--- src/rtl/wb_port_arbiter_if.sv ---
// Register-file write-port bundle: WB pipe result, multi-cycle result handshake,
// the registered write port, the stall request and the pending-write mask.
interface wb_port_arbiter_if #(
  parameter int DATA_W = 16,
  parameter int ADDR_W = 3
);
  logic                    pipeWrEn;
  logic [ADDR_W-1:0]       pipeAddr;
  logic [DATA_W-1:0]       pipeData;
  logic                    mcValid;
  logic [ADDR_W-1:0]       mcAddr;
  logic [DATA_W-1:0]       mcData;
  logic                    mcReady;
  logic                    rfWrEn;
  logic [ADDR_W-1:0]       rfAddr;
  logic [DATA_W-1:0]       rfData;
  logic                    stallPipe;
  logic [(1<<ADDR_W)-1:0]  pendMask;

  modport slave (
    input  pipeWrEn, pipeAddr, pipeData, mcValid, mcAddr, mcData,
    output mcReady, rfWrEn, rfAddr, rfData, stallPipe, pendMask
  );

  modport master (
    output pipeWrEn, pipeAddr, pipeData, mcValid, mcAddr, mcData,
    input  mcReady, rfWrEn, rfAddr, rfData, stallPipe, pendMask
  );
endinterface

--- src/rtl/wb_port_arbiter.sv ---
// Shares the register-file write port between the WB pipe and a queued multi-cycle unit.
// Optional macro WB_ARB_BYPASS_EN lets a multi-cycle result skip an empty queue.
module wb_port_arbiter #(
  parameter int DATA_W       = 16,
  parameter int ADDR_W       = 3,
  parameter int DEPTH        = 2,
  parameter int STARVE_LIMIT = 4
) (
  input  logic             clock,
  input  logic             reset,
  wb_port_arbiter_if.slave bus
);

  localparam int PW   = (DEPTH > 1) ? $clog2(DEPTH) : 1;
  localparam int CW   = $clog2(DEPTH + 1);
  localparam int SW   = $clog2(STARVE_LIMIT + 1);
  localparam int NREG = 1 << ADDR_W;

  logic              live_q [DEPTH];
  logic              live_d [DEPTH];
  logic [ADDR_W-1:0] addr_q [DEPTH];
  logic [ADDR_W-1:0] addr_d [DEPTH];
  logic [DATA_W-1:0] data_q [DEPTH];
  logic [DATA_W-1:0] data_d [DEPTH];
  logic [PW-1:0]     wr_ptr_q, wr_ptr_d;
  logic [PW-1:0]     rd_ptr_q, rd_ptr_d;
  logic [CW-1:0]     count_q, count_d;
  logic [SW-1:0]     starve_q, starve_d;
  logic              rf_we_q, rf_we_d;
  logic [ADDR_W-1:0] rf_addr_q, rf_addr_d;
  logic [DATA_W-1:0] rf_data_q, rf_data_d;

  logic              full, empty, stall, pipe_gnt, pop, push, bypass;
  logic [DEPTH-1:0]  occ;
  logic [NREG-1:0]   pend;
  logic [PW-1:0]     off;

  always_comb begin
    full     = (count_q == CW'(DEPTH));
    empty    = (count_q == '0);
    stall    = full || (!empty && (starve_q >= SW'(STARVE_LIMIT)));
    pipe_gnt = !stall && bus.pipeWrEn;
    pop      = stall || (!bus.pipeWrEn && !empty);
`ifdef WB_ARB_BYPASS_EN
    bypass   = empty && !bus.pipeWrEn && bus.mcValid;
`else
    bypass   = 1'b0;
`endif
    push     = bus.mcValid && !full && !bypass;

    // An entry is occupied when its distance from the read pointer is below count.
    occ  = '0;
    pend = '0;
    off  = '0;
    for (int i = 0; i < DEPTH; i++) begin
      off    = PW'(i) - rd_ptr_q;
      occ[i] = (CW'(off) < count_q);
      if (occ[i] && live_q[i]) pend[addr_q[i]] = 1'b1;
    end
  end

  always_comb begin
    live_d = live_q;
    addr_d = addr_q;
    data_d = data_q;
    // The pipe write is younger, so it kills older queued writes to the same register.
    if (pipe_gnt) begin
      for (int i = 0; i < DEPTH; i++) begin
        if (addr_q[i] == bus.pipeAddr) live_d[i] = 1'b0;
      end
    end
    if (push) begin
      live_d[wr_ptr_q] = 1'b1;
      addr_d[wr_ptr_q] = bus.mcAddr;
      data_d[wr_ptr_q] = bus.mcData;
    end

    wr_ptr_d = wr_ptr_q + PW'(push);
    rd_ptr_d = rd_ptr_q + PW'(pop);
    count_d  = count_q + CW'(push) - CW'(pop);

    starve_d = starve_q;
    if (empty || pop) starve_d = '0;
    else if (starve_q < SW'(STARVE_LIMIT)) starve_d = starve_q + SW'(1);

    rf_we_d   = 1'b0;
    rf_addr_d = rf_addr_q;
    rf_data_d = rf_data_q;
    if (pipe_gnt) begin
      rf_we_d   = 1'b1;
      rf_addr_d = bus.pipeAddr;
      rf_data_d = bus.pipeData;
    end else if (pop) begin
      // A cancelled head frees its slot without touching the register file.
      rf_we_d = live_q[rd_ptr_q];
      if (live_q[rd_ptr_q]) begin
        rf_addr_d = addr_q[rd_ptr_q];
        rf_data_d = data_q[rd_ptr_q];
      end
    end else if (bypass) begin
      rf_we_d   = 1'b1;
      rf_addr_d = bus.mcAddr;
      rf_data_d = bus.mcData;
    end
  end

  always_ff @(posedge clock or posedge reset) begin
    if (reset) begin
      for (int i = 0; i < DEPTH; i++) live_q[i] <= 1'b0;
      wr_ptr_q  <= '0;
      rd_ptr_q  <= '0;
      count_q   <= '0;
      starve_q  <= '0;
      rf_we_q   <= 1'b0;
      rf_addr_q <= '0;
      rf_data_q <= '0;
    end else begin
      live_q    <= live_d;
      wr_ptr_q  <= wr_ptr_d;
      rd_ptr_q  <= rd_ptr_d;
      count_q   <= count_d;
      starve_q  <= starve_d;
      rf_we_q   <= rf_we_d;
      rf_addr_q <= rf_addr_d;
      rf_data_q <= rf_data_d;
    end
  end

  // Payload storage is qualified by live/count, so it needs no reset.
  always_ff @(posedge clock) begin
    addr_q <= addr_d;
    data_q <= data_d;
  end

  assign bus.mcReady   = !full;
  assign bus.stallPipe = stall;
  assign bus.pendMask  = pend;
  assign bus.rfWrEn    = rf_we_q;
  assign bus.rfAddr    = rf_addr_q;
  assign bus.rfData    = rf_data_q;

endmodule

--- src/flat_wrapper.sv ---
// flat-port wrapper written by rule: the top's interface ports become plain ports
module wb_port_arbiter_flat 
#(
  parameter int DATA_W       = 16,
  parameter int ADDR_W       = 3,
  parameter int DEPTH        = 2,
  parameter int STARVE_LIMIT = 4
)
  (clock, reset, bus_pipeWrEn, bus_pipeAddr, bus_pipeData, bus_mcValid, bus_mcAddr, bus_mcData, bus_mcReady, bus_rfWrEn, bus_rfAddr, bus_rfData, bus_stallPipe, bus_pendMask);
  wb_port_arbiter_if #(.DATA_W(DATA_W), .ADDR_W(ADDR_W)) bus_i ();
  input  logic clock;
  input  logic reset;
  input wire logic [$bits(bus_i.pipeWrEn)-1:0] bus_pipeWrEn;
  input wire logic [$bits(bus_i.pipeAddr)-1:0] bus_pipeAddr;
  input wire logic [$bits(bus_i.pipeData)-1:0] bus_pipeData;
  input wire logic [$bits(bus_i.mcValid)-1:0] bus_mcValid;
  input wire logic [$bits(bus_i.mcAddr)-1:0] bus_mcAddr;
  input wire logic [$bits(bus_i.mcData)-1:0] bus_mcData;
  output wire logic [$bits(bus_i.mcReady)-1:0] bus_mcReady;
  output wire logic [$bits(bus_i.rfWrEn)-1:0] bus_rfWrEn;
  output wire logic [$bits(bus_i.rfAddr)-1:0] bus_rfAddr;
  output wire logic [$bits(bus_i.rfData)-1:0] bus_rfData;
  output wire logic [$bits(bus_i.stallPipe)-1:0] bus_stallPipe;
  output wire logic [$bits(bus_i.pendMask)-1:0] bus_pendMask;
  assign bus_i.pipeWrEn = bus_pipeWrEn;
  assign bus_i.pipeAddr = bus_pipeAddr;
  assign bus_i.pipeData = bus_pipeData;
  assign bus_i.mcValid = bus_mcValid;
  assign bus_i.mcAddr = bus_mcAddr;
  assign bus_i.mcData = bus_mcData;
  assign bus_mcReady = bus_i.mcReady;
  assign bus_rfWrEn = bus_i.rfWrEn;
  assign bus_rfAddr = bus_i.rfAddr;
  assign bus_rfData = bus_i.rfData;
  assign bus_stallPipe = bus_i.stallPipe;
  assign bus_pendMask = bus_i.pendMask;
  wb_port_arbiter #(.DATA_W(DATA_W), .ADDR_W(ADDR_W), .DEPTH(DEPTH), .STARVE_LIMIT(STARVE_LIMIT)) u_core (.clock(clock), .reset(reset), .bus(bus_i));
endmodule
--- config.mk ---
export PLATFORM = sky130hd
export DESIGN_NAME = wb_port_arbiter_flat
export DESIGN_NICKNAME = d
export VERILOG_FILES = /design/src/rtl/wb_port_arbiter_if.sv /design/src/rtl/wb_port_arbiter.sv /design/src/flat_wrapper.sv
export SDC_FILE = /design/constraint.sdc
export NUM_CORES = 1
export LEC_CHECK = 0
export BUFFER_PORTS_ARGS = -buffer_cell sky130_fd_sc_hd__buf_2
export CAP_MARGIN = 10
export CORE_ASPECT_RATIO = 1.75
export CORE_MARGIN = 4
export CORE_UTILIZATION = 45
export CTS_CLUSTER_DIAMETER = 30
export DETAILED_ROUTE_END_ITERATION = 6
export PLACE_DENSITY = 0.66
export SLEW_MARGIN = 30
export SYNTH_ARGS = -nofsm -noshare
export SYNTH_HDL_FRONTEND = slang
export SYNTH_SLANG_ARGS = --single-unit
--- constraint.sdc ---
create_clock -name clock -period 2.6 [get_ports clock]
set_input_delay 0.13 -clock clock [delete_from_list [all_inputs] [get_ports clock]]
set_output_delay 0.13 -clock clock [all_outputs]
set_load 0.03 [all_outputs]
### After elaboration in Yosys (flattened, before gate mapping)

Cells that the tools add are included.

* output and inout bits: 30
* register bits: 67
* bits of input ports: 42

* add/subtract/negate cells: 7
* multiplexer cells: 37
* reduce and logical (&&, ||, !) cells: 21
* magnitude comparators: 11
* equality and inequality tests: 3
* bitwise logic cells: 4

Operators with widths (count)
* $mux W16: 7
* $bwmux W32: 1
* $mux W3: 9
* $demux W16 S1: 1
* $mux W8: 2
* $mux W1: 10
* $logic_and A1 B1 Y1: 9
* $lt A3 B4 Y1 const B: 2
* $or A8 B8 Y8: 1
* $bwmux W6: 1
* $demux W1 S3: 2
* $eq A3 B3 Y1: 2
* $ge A3 B1 Y1 const B: 2
* $reduce_bool A2 Y1: 3
* $ge A2 B2 Y1 const B: 2
* $logic_not A1 Y1: 4
* $lt A1 B2 Y1: 2
* $mux W2: 2
* $not A1 Y2: 2
* $add A3 B1 Y3 const B: 1
* $demux W3 S1: 1
* $ge A3 B3 Y1 const B: 1
* $logic_or A1 B1 Y1: 3
* $lt A3 B3 Y1 const B: 1
* 10 further kinds: 12

### Logic depth before layout (Yosys ltp)

* depth in word-level cells: 9
* depth in mapped cells: 7
* depth with buffers taken out: 4

### Worst setup path after synthesis

No wires, ideal clock.

* kind: reg-to-output
* start: register u_core.rd_ptr_q
* end: output bus_pendMask[0]
* path slack: 725 ps
* arrival time: 1745 ps
* buffers on the path: 1
* required time: 2470 ps
* stages on the path, launching flop included: 5
* cell sequence: dfrtp_1 buf_4 a21oi_1 or3b_1 o32ai_1

* longest elaborated chain between the ends: 6

RTL lines
* start: declaration: line wb_port_arbiter.sv:26 `logic [PW-1:0] rd_ptr_q, rd_ptr_d;`
* start signal: assignment: line wb_port_arbiter.sv:120 `rd_ptr_q <= rd_ptr_d;`
* $sub A1 B1 Y1: line wb_port_arbiter.sv:56 `off = PW'(i) - rd_ptr_q;`
* $lt A1 B2 Y1: line wb_port_arbiter.sv:57 `occ[i] = (CW'(off) < count_q);`
* $logic_and A1 B1 Y1: line wb_port_arbiter.sv:58 `if (occ[i] && live_q[i]) pend[addr_q[i]] = 1'b1;`
* $mux W8: line wb_port_arbiter.sv:58
* $or A8 B8 Y8 (no line)
* $mux W8 *: line wb_port_arbiter.sv:58
* end: declaration: line flat_wrapper.sv:24 `output wire logic [$bits(bus_i.pendMask)-1:0] bus_pendMask;`

Mark *: on every way between the ends. The rest lies on a longest branch, timed or not.

### Worst setup path after layout

Ends and elaborated chain as after synthesis.

==> results.md <==
* Status: complete, no violations
* Crit path capture type: output pin
* Final Cycle Share at 82.1%
* First-pass GRT wire length at 11600 microns
* Sink Count at 67
* Detailed-route via count at 2215
* Max Slew Vio Count at 0
* Core area at 0.00618 sq mm
* WP buf/inv at 1
* TritonCTS clock tree: done
* Hold Crit Class: in -> reg
* Via-per-instance ratio at 5.30
* Synth area leader: edfxtp_1
* Master of the slowest instance on the critical path: dfrtp_1
* Hold Startpoint: bus_pipeData[11]
* Postcts setup bufs at 0
* Worst path cell trace: a21oi_1 -> or3b_1 -> o32ai_1 -> buf_2
* RSZ-0062 raised after global routing: no
* Initial antenna violation count at 0
* Number of global-route vias before repair at 2364
* Post-CTS Resized at 0
* Reg2reg end: u_core.bus.rfData[6]$_DFFE_PP0P_
* Tightest Pin Transition at 509 ps
* Hold_buf cts at 34
* Arr. time, crit path at 2000 ps
* Worst ir drop on vdd at 0.000686 V
* Pre-CTS setup slack at 811 ps
* Commonest non-fill, non-tap cells in the layout: 71 x buf_2, 38 x edfxtp_1, 34 x dlygate4sd3_1
* Met3 Use GR at 4.53%
* Area Growth Syn to Fin at 33.1%
* Post-synthesis cell count at 223
* Synth top area share at 39.9%
* Hold Path Depth at 3
* Routed length per instance at 17.0 microns
* Crit-path leading delay family: flip-flops
* Prevailing post-synth register cell: edfxtp_1
* Crit path launch type: flop
* Post-route ant nets at 0
* Row cnt at 38
* Met2 Use GR at 38.1%
* I/O Buffers at 71
* Share of cells above drive strength 1 at 28.7%
* Clock skew at 5.14 ps
* Avg Cell Area, Syn at 12.8 sq um
* GRT Total Usage at 20.7%
* Largest net degree at the start of global routing at 30
* Worst-Skew Late Latency at 340 ps
* GR Overflow Total at 0
* Worst reg2reg path depth at 5
* Setup tns final at 0 ps
* Leak Pwr at 1.60 nW
* Most common cell after layout, fill and taps aside: buf_2
* H-tree depth at 3
* Kind of critical path: reg -> out
* Die Width at 68.3 microns
* I/O pin cnt at 72
* Dominant cells by area after synthesis: edfxtp_1 40%, dfrtp_1 25%, o22ai_1 5.5%, o22a_1 4.9%, nand2_1 3.5%
* Clock tree buffer depth at 2
* Final min period at 2130 ps
* Synth unique cells at 35
* Root Driver: clkbuf_8
* Syn Nets at 269
* Drt total wl at 7100 microns
* Register area share after synthesis at 65.2%
* Final Setup Violations at 0
* Flop2flop setup slack at 800 ps
* Power, Total at 4.57 mW
* YS warnings at 0
* CP max FO at 11
* PD cells at 1200 mW/mm^2
* EDFF count, synth at 38
* Final weighted congestion in routability-driven placement at 0.718
* Die H at 113 microns
* Max-cap violations at 0
* Post-DP HPWL at 4740 microns
* # DRC at 0
* WP data required at 2470 ps
* R2R Path Start: u_core.rd_ptr_q$_DFF_PP0_
* Clock Pin Slew Worst Setup and Hold Paths at 60 ps
* Die Area at 0.00775 sq mm
* FMAX at 468 MHz
* Num CTS Buffers at 9
* Slew HR at 66.1%
* Busiest layer in global routing: met2
* Ant. Diodes at 0
* Post-Syn Area at 0.00286 sq mm
* Hold slack at 9.55 ps
* Min-Delay Endpoint: u_core.bus.rfData[11]$_DFFE_PP0P_
* M1 GR Usage at 21.8%
* NumNets Final at 379
* Detailed Route Iter0 Violations at 142
* Asr flop ratio synth at 43.3%
* Initial core utilization at 46.3%
* Max stage delay on crit path at 570 ps
* Final worst slack at 465 ps
* Final hold vios at 0
* Initial DRT Pass Iterations at 4
* Synth Register Bits at 67
worst max path at each step:
stage                         startpoint                           endpoint  slack [ps]  cells after the start
2_1_floorplan  u_core.rd_ptr_q$_DFF_PP0_                    bus_pendMask[0]         720                      4
6_report       u_core.rd_ptr_q$_DFF_PP0_                    bus_pendMask[0]         470                      4
4_1_cts        u_core.rd_ptr_q$_DFF_PP0_                    bus_pendMask[0]         460                      4
5_1_grt        u_core.rd_ptr_q$_DFF_PP0_                    bus_pendMask[0]         310                      4
3_5_place_dp   u_core.rd_ptr_q$_DFF_PP0_  u_core.bus.rfData[11]$_DFFE_PP0P_         810                      5
3_3_place_gp   u_core.rd_ptr_q$_DFF_PP0_   u_core.bus.rfData[6]$_DFFE_PP0P_         860                      5
metrics by stage:
step,std cells,util [%],instance area [sq um]
floorplan,223,-,2860
global placement,368,53.2,3290
detailed placement,368,53.2,3290
CTS,418,61.6,3810
global route,418,61.6,3810
finish,418,61.6,3810
registers in the layout, indices dropped and copies added (netlist names):
name	cells
u_core.bus.rfAddr	3
u_core.starve_q	3
u_core.live_q	2
u_core.bus.rfWrEn	1
u_core.rd_ptr_q	1
u_core.data_q	32
u_core.wr_ptr_q	1
u_core.bus.rfData	16
u_core.addr_q	6
u_core.count_q	2
area by class of cell:
cell class | instances | area (sq um)
Inverter | 7 | 26.3
Multi-Input combinational cell | 134 | 873
Timing Repair Buffer | 114 | 763
Clock inverter | 3 | 38.8
Tap cell | 80 | 100
Clock buffer | 13 | 139
Sequential cell | 67 | 1870
Fill cell | 502 | 2370
power breakdown:
part | total [mW] | switching [mW] | internal (mW) | leakage, nW
Sequential | 1.73 | 0.241 | 1.49 | 0.702
Clock | 0.802 | 0.362 | 0.440 | 0.0890
Combinational | 2.03 | 1.28 | 0.755 | 0.813
Total | 4.57 | 1.88 | 2.69 | 1.60
cell families after synthesis:
| logic type | count (synthesis) | share of synthesized area, % |
|---|---|---|
| buf+inv | 22 | 4.37 |
| flops | 67 | 65.2 |
| compound gates | 72 | 17.5 |
| xor+xnor | 8 | 2.45 |
| simple gates | 50 | 8.66 |
| fa+ha+maj | 4 | 1.75 |
cells in the mapped netlist (2+ instances only):
cell type	count
nand4_1	2
nand3b_1	2
buf_4	3
xnor2_1	8
o22a_1	16
buf_2	4
clkbuf_1	2
a32oi_1	3
dfrtp_1	29
buf_6	3
o32ai_1	2
ha_1	4
nand2b_1	3
and2_1	3
nor2_1	5
a22o_1	2
edfxtp_1	38
o21ai_1	18
inv_1	7
o22ai_1	25
nand2_1	27
clkbuf_2	3
o211ai_1	2
metal layers:
metal	up-vias	share of wire [%]
li1	1054	-
met1	1097	36
met2	56	58
met3	8	4.3
met4	0	1.7
met5	-	0
worst reg2reg max path: stages, from the launching register on:
cell	delay, ps
dfrtp_1	570
nand2_2	350
a211oi_4	340
buf_4	220
o22ai_1	120
o21ai_2	140
(Power assumes the default switching activity.)
